### src/rtl/core_pkg.sv
// Shared definitions for the RV32 core control path: sequencer states and
// the opcodes the sequencer cares about.
package core_pkg;

    typedef enum logic [3:0] {
        S_IDLE   = 4'd0,
        S_LOAD   = 4'd1,
        S_FETCH  = 4'd2,
        S_DECODE = 4'd3,
        S_EXEC   = 4'd4,
        S_MEM    = 4'd5,
        S_WB     = 4'd6,
        S_HALT   = 4'd7,
        S_ERROR  = 4'd8
    } seq_state_t;

    localparam logic [6:0] OPC_SYSTEM = 7'b1110011;
    localparam logic [6:0] OPC_LOAD   = 7'b0000011;
    localparam logic [6:0] OPC_STORE  = 7'b0100011;

endpackage

### src/rtl/load_addr_counter.sv
// Byte address of the next instruction word to be written during program
// load; steps by one word and wraps at the top of instruction memory.
module load_addr_counter #(
    parameter int unsigned ADDR_WIDTH = 10
) (
    input  logic                  clk,
    input  logic                  arst_n,
    input  logic                  clr,
    input  logic                  en,
    output logic [ADDR_WIDTH-1:0] addr
);

    localparam logic [ADDR_WIDTH-1:0] WORD_STEP = ADDR_WIDTH'(4);
    localparam logic [ADDR_WIDTH-1:0] LAST_WORD = ~ADDR_WIDTH'(3);

    always_ff @(posedge clk or negedge arst_n) begin
        if (!arst_n) begin
            addr <= '0;
        end else if (clr) begin
            addr <= '0;
        end else if (en) begin
            addr <= (addr == LAST_WORD) ? '0 : addr + WORD_STEP;
        end
    end

endmodule

### src/rtl/core_sequencer.sv
// Multi-cycle sequencer: owns program load into instruction memory and steps
// the datapath through fetch/decode/execute/memory/writeback per instruction.
module core_sequencer
    import core_pkg::*;
#(
    parameter int unsigned DATA_WIDTH = 32,
    parameter int unsigned ADDR_WIDTH = 10,
    parameter int unsigned TIMEOUT    = 15,
    parameter int unsigned CNT_WIDTH  = 32
) (
    input  logic                  clk,
    input  logic                  arst_n,
    input  logic                  load_mode,
    input  logic                  ld_valid,
    input  logic [DATA_WIDTH-1:0] ld_data,
    output logic                  ld_ready,
    input  logic                  start,
    input  logic                  halt_req,
    input  logic [6:0]            opcode,
    input  logic                  cu_regwrite,
    input  logic                  cu_pc_write,
    input  logic                  cu_memread,
    input  logic                  cu_memwrite,
    input  logic                  dmem_ack,
    output logic                  imem_wr_en,
    output logic [ADDR_WIDTH-1:0] imem_wr_addr,
    output logic [DATA_WIDTH-1:0] imem_wr_data,
    output logic                  imem_rd_en,
    output logic                  ir_load,
    output logic                  pc_write_en,
    output logic                  pc_rst,
    output logic                  reg_write_en,
    output logic                  dmem_req,
    output logic                  dmem_we,
    output logic                  busy,
    output logic                  halted,
    output logic                  error,
    output logic [CNT_WIDTH-1:0]  retired
);

    localparam int unsigned WAIT_W = $clog2(TIMEOUT + 1);
    localparam logic [WAIT_W-1:0] WAIT_LAST = WAIT_W'(TIMEOUT - 1);

    seq_state_t            state_q, state_d;
    logic [WAIT_W-1:0]     wait_q, wait_d;
    logic                  halt_pend_q, halt_pend_d;
    logic [CNT_WIDTH-1:0]  retired_d;
    logic                  pc_rst_d;
    logic                  load_clr;
    logic                  accept;
    logic                  wb_q;
    logic                  in_exec;
    logic [ADDR_WIDTH-1:0] load_addr;

    assign accept = ld_ready & ld_valid;
    assign in_exec = (state_q inside {S_FETCH, S_DECODE, S_EXEC, S_MEM, S_WB});

    // Memory/writeback strobes follow the control unit only in their own cycle.
    assign dmem_we      = dmem_req & cu_memwrite;
    assign reg_write_en = wb_q & cu_regwrite;
    assign pc_write_en  = wb_q & cu_pc_write;

    load_addr_counter #(
        .ADDR_WIDTH(ADDR_WIDTH)
    ) u_load_addr (
        .clk   (clk),
        .arst_n(arst_n),
        .clr   (load_clr),
        .en    (accept),
        .addr  (load_addr)
    );

    // Next-state, wait counter, pending halt and retire count.
    always_comb begin
        state_d     = state_q;
        wait_d      = wait_q;
        retired_d   = retired;
        pc_rst_d    = 1'b0;
        load_clr    = 1'b0;
        case (state_q)
            S_IDLE: begin
                if (load_mode) begin
                    state_d  = S_LOAD;
                    load_clr = 1'b1;
                end else if (start) begin
                    state_d   = S_FETCH;
                    pc_rst_d  = 1'b1;
                    retired_d = '0;
                end
            end
            S_LOAD: begin
                if (!load_mode) begin
                    state_d = S_IDLE;
                end
            end
            S_FETCH:  state_d = S_DECODE;
            S_DECODE: state_d = (opcode == OPC_SYSTEM) ? S_HALT : S_EXEC;
            S_EXEC: begin
                wait_d  = '0;
                state_d = (cu_memread || cu_memwrite) ? S_MEM : S_WB;
            end
            S_MEM: begin
                if (dmem_ack) begin
                    state_d = S_WB;
                end else if (wait_q == WAIT_LAST) begin
                    state_d = S_ERROR;
                end else begin
                    wait_d = wait_q + WAIT_W'(1);
                end
            end
            S_WB: begin
                retired_d = (&retired) ? retired : retired + CNT_WIDTH'(1);
                state_d   = (halt_req || halt_pend_q) ? S_HALT : S_FETCH;
            end
            S_HALT: begin
                if (load_mode) begin
                    state_d  = S_LOAD;
                    load_clr = 1'b1;
                end else if (start) begin
                    state_d = S_FETCH;
                end
            end
            S_ERROR:  state_d = S_ERROR;
            default:  state_d = S_ERROR;
        endcase
        // A halt request seen mid-instruction is held until the boundary.
        halt_pend_d = (halt_pend_q || (halt_req && in_exec)) && (state_d != S_HALT);
    end

    // State register; every non-gated output is registered off the next state.
    always_ff @(posedge clk or negedge arst_n) begin
        if (!arst_n) begin
            state_q      <= S_IDLE;
            wait_q       <= '0;
            halt_pend_q  <= 1'b0;
            retired      <= '0;
            ld_ready     <= 1'b0;
            imem_wr_en   <= 1'b0;
            imem_wr_addr <= '0;
            imem_wr_data <= '0;
            imem_rd_en   <= 1'b0;
            ir_load      <= 1'b0;
            pc_rst       <= 1'b0;
            dmem_req     <= 1'b0;
            wb_q         <= 1'b0;
            busy         <= 1'b0;
            halted       <= 1'b0;
            error        <= 1'b0;
        end else begin
            state_q     <= state_d;
            wait_q      <= wait_d;
            halt_pend_q <= halt_pend_d;
            retired     <= retired_d;
            ld_ready    <= (state_d == S_LOAD);
            imem_wr_en  <= accept;
            if (accept) begin
                imem_wr_addr <= load_addr;
                imem_wr_data <= ld_data;
            end
            imem_rd_en <= (state_d == S_FETCH);
            ir_load    <= (state_d == S_DECODE);
            pc_rst     <= pc_rst_d;
            dmem_req   <= (state_d == S_MEM);
            wb_q       <= (state_d == S_WB);
            busy       <= !(state_d inside {S_IDLE, S_HALT, S_ERROR});
            halted     <= (state_d == S_HALT);
            error      <= (state_d == S_ERROR);
        end
    end

endmodule

### config.mk
export PLATFORM = sky130hd
export DESIGN_NAME = core_sequencer
export DESIGN_NICKNAME = d
export VERILOG_FILES = /design/src/rtl/core_pkg.sv /design/src/rtl/load_addr_counter.sv /design/src/rtl/core_sequencer.sv
export SDC_FILE = /design/constraint.sdc
export NUM_CORES = 1
export LEC_CHECK = 0
export CAP_MARGIN = 15
export CORE_MARGIN = 2
export CORE_UTILIZATION = 48
export DETAILED_ROUTE_END_ITERATION = 7
export PLACE_DENSITY_LB_ADDON = 0.25
export SYNTH_ARGS = -nofsm -noshare
export SYNTH_HDL_FRONTEND = slang
export SYNTH_SLANG_ARGS = --single-unit
export TNS_END_PERCENT = 100
### constraint.sdc
create_clock -name clk -period 2.2 [get_ports clk]
set_input_delay 0.22 -clock clk [delete_from_list [all_inputs] [get_ports clk]]
set_output_delay 0.22 -clock clk [all_outputs]
set_load 0.02 [all_outputs]
* Yosys cells after proc, flatten, opt, wreduce, memory -nomap -nowiden
Index checks and enable logic that the tools add are counted.
Operators by class: add/sub/neg operators 3, multipliers 0, div/mod/pow operators 0, order comparisons 0, equal/unequal tests 23, shifts and indexed selects 0, mux-type cells 24, bitwise gates (word level) 4, reduce and logical (&&, ||, !) cells 17
Operators with widths (number):
- $mux W32 | 3
- $pmux W32 S2 | 1
- $add A32 B1 Y32 const B | 1
- $reduce_and A32 Y1 | 1
- $mux W10 | 3
- $eq A4 B3 Y1 const B | 7
- $mux W4 | 7
- $pmux W4 S7 | 1
- $eq A4 B2 Y1 const B | 4
- $add A10 B3 Y10 const B | 1
- $eq A10 B10 Y1 const B | 1
- $ne A2 B2 Y1 const B | 5
- $eq A4 B1 Y1 const B | 2
- $eq A4 B4 Y1 const B | 2
- $logic_not A4 Y1 | 2
- $pmux W4 S2 | 1
- $eq A7 B7 Y1 const B | 1
- $reduce_bool A2 Y1 | 3
- $mux W1 | 5
- $reduce_bool A5 Y1 | 1
- $add A4 B1 Y4 const B | 1
- $and A1 B1 Y1 | 4
- $mux W2 | 2
- $ne A4 B3 Y1 const B | 1
- 8 further kinds | 11
Word-level totals: flip-flop bits (word level) 103, latch bits 0, bits in writable memories 0, memory bits (read-only) 0, output and inout bits 86, memories 0

* Longest topological paths before layout
Gate-level depths: netlist (run 1).
depth in word-level cells 7, depth in mapped cells 9, depth with buffers taken out 7

* Hierarchy
A second synthesis (run 1) with hierarchy kept.
Second synthesis, totals: cell total of the unflattened synthesis 436, area total of the unflattened synthesis 4774.6 sq um
Modules (own cells, without submodules):
- core_sequencer | instances 1, cells each 389, area each 4314.1 sq um, seq. area each 2327.2 sq um
- load_addr_counter | instances 1, cells each 47, area each 460.4 sq um, seq. area each 200.2 sq um

* Least setup slack after synthesis (run 1)
No wires, ideal clock.
path kind register -> register, start point register retired[5], end point register retired[27], arrival time 2.013 ns, setup slack 0.109 ns, cell stages (with the launch flop) 7, period minus slack after synthesis 2.091 ns, path through dfrtp_1 -> and4_4 -> nand4_4 -> or3_1 -> clkbuf_2 -> or4_1 -> a21oi_1
Between the ends: word-level cells in the longest chain between the ends 3, elaborated cells on any way between the ends 6, those cells by class add/sub (1); eq/ne (1); mux (2); reduce/logical (2)
RTL lines:
- from (decl) | line core_sequencer.sv:38 | output logic [CNT_WIDTH-1:0] retired
- from (signal assigned) | line core_sequencer.sv:153 | retired <= retired_d;
- $add A32 B1 Y32 or $reduce_and A32 Y1 (tied branches) | line core_sequencer.sv:112 | retired_d = (&retired) ? retired : retired + CNT_WIDTH'(1);
- $mux W32 or $ne A2 B2 Y1 (tied branches)
- $pmux W32 S2 or $reduce_and A4 Y1 (tied branches)
Parallel ways exist; a longest one is shown, timed or not. The select of a mux whose other input is x is not followed. A chain may end at the register's enable or synchronous reset.

* Worst setup path after layout (run 1)
start point register state_q[1], end point register busy
Between the ends: word-level cells in the longest chain between the ends 6, elaborated cells on any way between the ends 20, those cells by class eq/ne (9); mux (6); reduce/logical (5)
RTL lines:
- from (decl) | line core_sequencer.sv:44 | seq_state_t state_q, state_d;
- from (signal assigned) | line core_sequencer.sv:150 | state_q <= state_d;
- $eq A4 B3 Y1, or another cell as far along | line core_sequencer.sv:80 | case (state_q)
- $reduce_or A2 Y1 (no source line), or another cell as far along
- $pmux W4 S7 (*) | line core_sequencer.sv:80
- $eq A4 B3 Y1, or another cell as far along | line core_sequencer.sv:165 | busy <= !(state_d inside {S_IDLE, S_HALT, S_ERROR});
- $reduce_bool A3 Y1 (*) | line core_sequencer.sv:165
- $logic_not A1 Y1 (*) | line core_sequencer.sv:165
- to (signal assigned) | line core_sequencer.sv:165
- to (decl) | line core_sequencer.sv:35 | output logic busy,
Every way passes the cells marked *; elsewhere a longest branch is shown, timed or not.

==> results.py, run 1 <==
metrics = {
    "cells_and_area": {
        "multi_input_area_um2": 2150,
        "nets": 741,
        "final_common_cell": "nand2_1",
        "nFillCells": 808,
        "most-common-layout-cells": "nand2_1 (149), clkdlybuf4s50_1 (132), dfrtp_1 (98), buf_4 (31), o21ai_0 (30)",
        "drive_gt1_share_pct": 9.70,
        "antenna_cells": 0,
        "stdcell_count": 824,
        "area_growth_pct": 38.8,
        "regArea_um2": 2480,
    },
    "timing": {
        "finalHoldViolCount": 0,
        "finalSetupViolCount": 0,
        "tightest_slew_ps": 531,
        "clock_skew_ps": 11.9,
        "timing.hold.ws_ps": 328,
        "rsz0062_at_grt": "no",
        "finalCriticalPeriod_ps": 2120,
        "setup_slack_ps": 83.2,
        "fin_crit_sh_pct": 96.2,
        "relSlewSlack_pct": 64.3,
        "timing.fmax_mhz": 472,
        "drv_slew": 0,
    },
    "clock_tree": {
        "htreeDepth": 3,
        "cts_buffers": 9,
        "cts_root_buffer": "clkbuf_8",
        "clk_path_buf_depth": 2,
        "cts_num_sinks": 99,
        "cts_tree": "built",
        "clkTransAtPathRegs_ps": 90,
        "clk_latency_ps": 370,
    },
    "routing": {
        "wire_per_inst_um": 15.2,
        "drc": 0,
        "drtIter0Drc": 236,
        "highest_layer": "met4",
        "routed-via-count": 4487,
        "routed_wirelength_um": 12500,
        "drt-vias-per-instance": 5.45,
        "dr_wl_met3_um": 705,
        "ant_nets": 0,
        "wl_met1_um": 5430,
        "wl_met2_um": 6140,
        "first_pass_iters": 4,
    },
    "global_route": {
        "grt_pass1_vias": 4442,
        "grt_antenna_before_repair": 0,
        "grt_max_degree": 43,
        "overflow": 0,
        "track_usage_pct": 23.8,
        "grt_pass1_wl_um": 21200,
    },
    "critical_path": {
        "path_cells": "or4b_2 -> o32ai_1 -> a311oi_1 -> a311oi_2 -> o21ba_2",
        "crit_family": "compound AO/OA/AOI/OAI gates",
        "critPathMaxFanout": 9,
        "worstPathArrival_ps": 2380,
        "end_kind": "flop",
        "cp_num_cells": 5,
        "path_class": "flop to flop",
        "cp.required_ps": 2460,
        "cp_num_buf_inv": 0,
        "cp_slowest_cell": "or4b_2",
        "reg2reg_depth": 5,
        "start_kind": "flop",
        "cpPeakStageDelay_ps": 690,
    },
    "die": {
        "die_w_um": 104,
        "coreArea_um2": 9730,
        "start_util_pct": 49.2,
        "rows": 36,
        "ios": 136,
        "die_y_um": 104,
        "die_area_um2": 10800,
    },
    "placement": {
        "place_hpwl_um": 8900,
        "place_inst": 807,
        "gp_congestion": 0.847,
        "io_buffers": 133,
        "place_ws_ps": -59.5,
    },
    "synthesis": {
        "synth-seq-cells": 99,
        "synth_edf_count": 0,
        "ys.warnings.count": 0,
        "avgSynthCellArea_um2": 8.96,
        "syn_area_um2": 4790,
        "netlist_instances": 534,
        "ys.flop_type": "dfrtp_1",
        "synthArstFlopShare_pct": 100,
        "yosys.cell_types.count": 59,
        "yosysSeqAreaShare_pct": 51.8,
    },
    "power": {
        "ir_drop_mv": 0.267,
        "powerDensity_nw_per_um2": 526,
        "leakage_nw": 2.92,
    },
    "worst_hold_path": {
        "hold_class": "input port to async pin",
    },
    "run_status": {
        "status": "finished, final reports clean",
    },
    "run": {
        "maxCapViolCount": 0,
    },
}
per-layer routing:
metal | track usage [%] | vias up
li1 | - | 2171
met1 | 31.8 | 2162
met2 | 39.0 | 134
met3 | 5.20 | 20
met4 | 7.63 | 0
met5 | 0 | -
layout make-up:
type | instances | area share, %
multi-input combinational | 399 | 32.4
clock inverter | 6 | 1.09
sequential | 99 | 37.3
timing repair buffer | 166 | 24.2
clock buffer | 10 | 1.92
inverter | 11 | 0.641
tap | 133 | 2.51
synthesized netlist by cell type, types with 3 or more instances:
library cell	n	share of area, %
nand2_1	149	12
dfrtp_1	99	52
o21ai_0	30	3.1
nor2_1	29	2.3
a21oi_1	24	2.5
nand3_1	22	2.3
or3_1	21	2.7
clkbuf_1	17	1.3
nand4_1	12	1.6
or4_1	10	1.6
inv_1	9	0.71
nor3_1	9	0.94
o31ai_1	8	1.3
and3_1	7	0.91
a22o_1	6	1.1
and2_1	6	0.78
buf_4	5	0.78
ha_1	5	1.3
and4_1	4	0.73
nand2b_1	4	0.52
xnor2_1	4	0.73
mux2i_1	3	0.63
nand3b_1	3	0.47
o211ai_1	3	0.47
or2_2	3	0.39
logic make-up after synthesis:
group / after synthesis / share of synthesized area, %
fa+ha+maj: 5 / 1.31
mux: 3 / 0.627
xor+xnor: 5 / 0.915
simple gates: 295 / 30.1
compound gates: 89 / 11.8
buf+inv: 37 / 3.40
flops: 99 / 51.8
other cells: 1 / 0.0784
path summary, 6_finish.rpt:
check	start	endpoint	slack (ps)
worst max register to register	state_q[1]	busy	80
worst min register to register	imem_wr_data[29]	imem_wr_data[29]	480
worst min-delay path	arst_n	retired[19]	330
min in group clk	ld_data[1]	imem_wr_data[1]	370
max in group asynchronous	arst_n	imem_wr_data[9]	1160
worst max-delay path	state_q[1]	busy	80
registers in the layout, summed over array words and instances, names as in the netlist, 4 cells and up:
name / flops
imem_wr_data: 32
retired: 32
imem_wr_addr: 8
u_load_addr.addr: 8
state_q: 4
wait_q: 4
stage by stage:
stage	cell area (um^2)	total power, W	setup TNS [ps]	utilization, %
after global routing	6640	0.00363	0	68.3
after global placement	6430	0.00232	0	66.1
after detailed placement	6430	0.00233	-59.5	66.1
after CTS	6640	0.00352	0	68.2
final	6640	0.00349	0	68.3
after floorplan	4790	0.00207	0	-
power breakdown:
part           leakage (nW)  internal, W  total [W]  switching (W)
combinational          1.57     0.000201   0.000384       0.000183
clock                0.0975     0.000539    0.00120       0.000661
sequential             1.25      0.00186    0.00191      0.0000420
worst register-to-register path, delay by kind of cell (launching register included):
kind	cells	cell delay (ps)
AOI/OAI and AO/OA	4	840
DFF	1	500
and+or+nand+nor	1	690
timing repair:
| item | CTS | global route |
|---|---|---|
| setup buffers | 0 | 0 |
| hold buffers | 1 | 0 |
| endpoints found under the hold margin | 28 | 0 |
| endpoints found under the setup margin | 0 | 1 |
| resized for setup | 0 | 1 |
Power figures use the tool's default switching activity.
==> run 2, diff against run 1 <==
- GPL_TIMING_DRIVEN: not set -> 0
- SETUP_SLACK_MARGIN: not set -> 0.05
- clock period: 2.2 -> 2.1 ns (I/O delays scaled with it)
==> run 2 against run 1 <==
Against the previous run:
- critical path depth rose by 2
- worst hold slack improved by 12 ps
- die area did not move
- fmax rose by 3.7%
- sequential cell count did not move
- total power rose by 5.6%
- wire length rose by 7.1%
- critical path type unchanged
- highest routed layer unchanged
==> results.py, run 2 (synthesized netlist as in run 1, its figures left out) <==
metrics = {
    "run_status": {
        "status": "finished, final reports clean",
    },
    "clock_tree": {
        "cts_num_sinks": 99,
        "clkTransAtPathRegs_ps": 100,
        "clk_latency_ps": 360,
        "cts_buffers": 9,
        "cts_tree": "built",
        "htreeDepth": 3,
        "clk_path_buf_depth": 2,
        "cts_root_buffer": "clkbuf_8",
    },
    "placement": {
        "place_hpwl_um": 9040,
        "dpl_cell_area_um2": 6330,
        "place_ws_ps": -306,
        "io_buffers": 133,
        "gp_congestion": 0.899,
    },
    "die": {
        "die_w_um": 104,
        "ios": 136,
        "start_util_pct": 49.2,
        "coreArea_um2": 9730,
        "rows": 36,
        "die_area_um2": 10800,
        "die_y_um": 104,
    },
    "cells_and_area": {
        "nFillCells": 752,
        "drive_gt1_share_pct": 17.1,
        "final_common_cell": "nand2_1",
        "nets": 771,
        "area_growth_pct": 46.9,
        "antenna_cells": 0,
        "reg_top3": "imem_wr_data: 32 flops, retired: 32 flops",
        "fin_area_um2": 7030,
        "most-common-layout-cells": "nand2_1 (149), clkdlybuf4s50_1 (132), dfrtp_1 (87), buf_4 (41), o21ai_0 (29)",
    },
    "timing": {
        "finalCriticalPeriod_ps": 2040,
        "timing.fmax_mhz": 490,
        "relSlewSlack_pct": 60.1,
        "drv_slew": 0,
        "clock_skew_ps": 11.8,
        "setup_slack_ps": 58.6,
        "fin_crit_sh_pct": 97.2,
        "finalHoldViolCount": 0,
        "finalSetupViolCount": 0,
        "timing.hold.ws_ps": 340,
        "rsz0062_at_grt": "yes",
        "fin_setup_tns_ps": 0,
        "tightest_slew_ps": 594,
    },
    "power": {
        "leakage_nw": 3.06,
        "powerDensity_nw_per_um2": 524,
        "ir_drop_mv": 0.330,
    },
    "global_route": {
        "met3_usage_pct": 2.82,
        "grt_pass1_vias": 4654,
        "grt_pass1_wl_um": 21900,
        "track_usage_pct": 24.2,
        "grt_use_met1_pct": 31.3,
        "grt_max_degree": 67,
        "grt_antenna_before_repair": 0,
        "grt.busiest_layer": "met2",
        "overflow": 0,
        "grtUsageMet2_pct": 42.5,
    },
    "critical_path": {
        "critPathMaxFanout": 6,
        "cp.required_ps": 2390,
        "worstPathArrival_ps": 2330,
        "path_class": "flop to flop",
        "start_kind": "flop",
        "end_kind": "flop",
    },
    "routing": {
        "routed-via-count": 4726,
        "wire_per_inst_um": 15.7,
        "drt-vias-per-instance": 5.54,
        "first_pass_iters": 5,
        "drtIter0Drc": 235,
        "routed_wirelength_um": 13400,
        "ant_nets": 0,
        "drc": 0,
    },
    "run": {
        "maxCapViolCount": 0,
    },
    "worst_hold_path": {
        "hold_class": "input port to async pin",
    },
}
run 2: cell types whose count changed in the layout (fill, tap and decap cells not counted), moves of 3 or more:
cell | previous run | this run
dfrtp_1 | 98 | 87
buf_4 | 31 | 41
a21oi_1 | 24 | 18
clkbuf_1 | 1 | 8
and4_4 | 1 | 4
clkbuf_2 | 0 | 4
buf_6 | 0 | 4
a21oi_2 | 0 | 5
dfrtp_2 | 1 | 12
and4_1 | 4 | 1
run 2: area by class of cell:
cell class | instances | area, um^2 | share of cell area (%)
Clock inverter | 6 | 75.1 | 1.07
Sequential cell | 99 | 2490 | 35.5
Tap cell | 133 | 166 | 2.37
Timing Repair Buffer | 172 | 1650 | 23.4
Multi-Input combinational cell | 399 | 2330 | 33.1
Inverter | 11 | 42.5 | 0.605
Clock buffer | 9 | 124 | 1.76
Buffer | 24 | 156 | 2.22
run 2: where the power goes:
group	leakage, nW	switching [W]	internal, W
clock	0.0914	0.000699	0.000561
combinational	1.73	0.000202	0.000229
sequential	1.24	0.0000411	0.00195
run 2: worst max-delay path: stages, from the launching register on:
cell       delay [ps]
dfrtp_1           430
buf_6             140
nand4bb_4         290
buf_8             190
nor3_4            160
nand4b_1          220
or3_1             430
a21oi_2           120
run 2: through the flow:
| step | utilization [%] | power, W | cells |
|---|---|---|---|
| after floorplan | - | 0.00217 | 535 |
| after CTS | 69.1 | 0.00370 | 830 |
| after global placement | 64.8 | 0.00241 | 801 |
| after global routing | 72.3 | 0.00384 | 853 |
| after detailed placement | 65.0 | 0.00243 | 802 |
| final | 72.3 | 0.00369 | 853 |
run 2: final timing paths:
path | from | end | slack [ps] | depth (start not counted)
worst max-delay path | state_q[0] | retired[26] | 60 | 7
worst min-delay path | arst_n | retired[16] | 340 | 2
worst max register to register | state_q[0] | retired[26] | 60 | 7
worst min register to register | imem_wr_data[27] | imem_wr_data[27] | 480 | 2
max in group asynchronous | arst_n | retired[1] | 1040 | 3
min in group clk | ld_data[12] | imem_wr_data[12] | 360 | 3
run 2: per-layer routing:
layer	vias up	wire length, um
li1	2229	-
met1	2298	5550
met2	165	6900
met3	34	654
met4	0	265
met5	-	0
run 2: timing repair:
item,in CTS,in global routing
gates cloned,0,1
setup buffers,14,22
resized for setup,23,41
pin swaps,7,13
setup endpoints to repair,35,38
hold buffers,1,0
endpoints found under the hold margin,33,0
==> run 3, diff against run 2 <==
- SETUP_SLACK_MARGIN: 0.05 -> 0.3
==> run 3 against run 2 <==
Against the previous run:
- core utilization up 6.4 points
- non-clock buffer count up 20
- final cell count is 2.5% higher
- cell area increased by 8.8%
- clock-buffer cell count increased by 1
- fmax shrank 1.2%
- sequential power is essentially flat
- die area did not move
- global-route usage up 1.8 points
- combinational power rose by 5.1%
- total power decreased by 0.56%
- wire length rose by 16%
- critical path type unchanged
- critical endpoint is now retired[29]
- largest power group unchanged
- highest routed layer unchanged
==> results.py, run 3 (synthesized netlist as in run 1, its figures left out) <==
metrics = {
    "critical_path": {
        "cp_common_cell": "buf_4",
        "cp_num_cells": 7,
        "cpPeakStageDelay_ps": 510,
        "critPathMaxFanout": 7,
        "cp_num_buf_inv": 2,
        "path_cells": "buf_4 -> buf_4 -> and3_4 -> nand3_4 -> or3_4 -> or4_4 -> a21oi_2",
        "worstPathArrival_ps": 2380,
        "reg2reg_depth": 7,
        "cp.required_ps": 2410,
        "cp_slowest_cell": "or4_4",
        "end_kind": "flop",
        "crit_family": "simple AND/OR/NAND/NOR gates",
        "path_class": "flop to flop",
        "start_kind": "flop",
    },
    "die": {
        "die_area_um2": 10800,
        "rows": 36,
        "die_w_um": 104,
        "die_y_um": 104,
        "start_util_pct": 49.2,
        "ios": 136,
        "coreArea_um2": 9730,
    },
    "placement": {
        "place_hpwl_um": 9020,
        "gp_congestion": 0.837,
        "dpl_cell_area_um2": 6440,
        "place_ws_ps": -102,
        "io_buffers": 133,
        "place_inst": 802,
    },
    "clock_tree": {
        "clkTransAtPathRegs_ps": 100,
        "clk_path_buf_depth": 2,
        "cts_buffers": 9,
        "htreeDepth": 3,
        "cts_tree": "built",
        "cts_root_buffer": "clkbuf_8",
        "clk_latency_ps": 390,
        "cts_num_sinks": 99,
    },
    "run_status": {
        "status": "finished, final reports clean",
    },
    "timing": {
        "tightest_slew_ps": 709,
        "finalSetupViolCount": 0,
        "fin_setup_tns_ps": 0,
        "setup_slack_ps": 33.5,
        "finalHoldViolCount": 0,
        "finalCriticalPeriod_ps": 2070,
        "timing.fmax_mhz": 484,
        "relSlewSlack_pct": 52.7,
        "fin_crit_sh_pct": 98.4,
        "rsz0062_at_grt": "yes",
        "clock_skew_ps": 21.9,
        "drv_slew": 0,
    },
    "power": {
        "p_switching_w": 0.000935,
        "ir_drop_mv": 0.368,
        "clkPwrFrac_pct": 33.1,
        "seq_power_share_pct": 54.5,
        "powerDensity_nw_per_um2": 479,
        "p_int_w": 0.00273,
        "p_sw_share_pct": 25.5,
        "leakage_nw": 3.25,
        "p_comb_share_pct": 12.4,
    },
    "cells_and_area": {
        "antenna_cells": 0,
        "nFillCells": 637,
        "stdcell_count": 874,
        "fin_util_pct": 78.6,
        "most-common-layout-cells": "nand2_1 (144), clkdlybuf4s50_1 (132), dfrtp_1 (79), buf_4 (45), nor2_1 (22)",
        "reg_top3": "imem_wr_data: 32 flops, retired: 32 flops",
        "area_growth_pct": 59.8,
        "fin_area_um2": 7650,
        "nets": 793,
        "final_common_cell": "nand2_1",
        "drive_gt1_share_pct": 27.8,
    },
    "worst_hold_path": {
        "hold_depth": 3,
        "hold_class": "input port to flop",
    },
    "global_route": {
        "track_usage_pct": 26.1,
        "overflow": 0,
        "grt_pass1_vias": 4751,
        "grt_pass1_wl_um": 22900,
        "grt_antenna_before_repair": 0,
        "grt_max_degree": 55,
    },
    "routing": {
        "routed_wirelength_um": 15600,
        "wire_per_inst_um": 17.8,
        "routed-via-count": 4980,
        "drt-vias-per-instance": 5.70,
        "ant_nets": 0,
        "drtIter0Drc": 286,
        "drc": 0,
        "first_pass_iters": 5,
    },
    "run": {
        "maxCapViolCount": 0,
    },
}
==> run 3: cell count changes in the layout (fill, tap and decap cells not counted), sizes merged <==
cell    delta
clkinv     -1
nor2       +1
buf       +19
clkbuf     +2
==> run 3: cell type report <==
| type | count | area [um^2] | area share, % |
|---|---|---|---|
| Multi-Input combinational cell | 400 | 2620 | 34.3 |
| Sequential cell | 99 | 2500 | 32.7 |
| Timing Repair Buffer | 190 | 1860 | 24.3 |
| Buffer | 26 | 258 | 3.37 |
| Tap cell | 133 | 166 | 2.18 |
| Clock buffer | 10 | 128 | 1.67 |
| Clock inverter | 4 | 53.8 | 0.703 |
| Inverter | 11 | 52.6 | 0.687 |
| Timing Repair inverter | 1 | 6.26 | 0.0818 |
==> run 3: what timing repair did <==
action | in CTS | in global routing
resized for setup | 51 | 100
pin swaps | 32 | 45
setup endpoints to repair | 35 | 46
hold buffers | 1 | 0
cloned | 2 | 3
setup buffers | 41 | 11
endpoints found under the hold margin | 53 | 0
==> run 3: metal layers <==
metal / share of wire, % / global-route usage (%)
met1: 39 / 33.1
met3: 6.5 / 5.39
met5: 0 / 0
met2: 51 / 43.9
met4: 3.6 / 10.2
==> run 3: power by group through the flow <==
stage	Clock (W)	Sequential, W	Combinational, W
3_3_place_gp	0	0.00204	0.000383
4_1_cts	0.00122	0.00199	0.000434
3_5_place_dp	0	0.00204	0.000396
5_1_grt	0.00130	0.00201	0.000486
2_1_floorplan	0	0.00209	0.0000839
6_report	0.00121	0.00200	0.000453
==> run 3: through the flow <==
step | power, W | hold WS [ps]
floorplan | 0.00218 | -85.6
global placement | 0.00242 | 457
detailed placement | 0.00244 | 312
CTS | 0.00365 | 345
global route | 0.00379 | 359
finish | 0.00367 | 354
==> run 3: final timing paths <==
path                            startpoint                to  slack (ps)
setup / recovery                retired[0]       retired[29]          30
hold / removal                 ld_data[16]  imem_wr_data[16]         350
setup reg to reg                retired[0]       retired[29]          30
hold reg to reg            imem_wr_data[1]   imem_wr_data[1]         480
max in group asynchronous           arst_n        retired[0]         980
min in group asynchronous           arst_n       retired[17]         420
==> run 3: worst min-delay path: stages <==
cell and delay [ps]:
clkdlybuf4s50_1 400, nand2_1 50, nand2_1 40
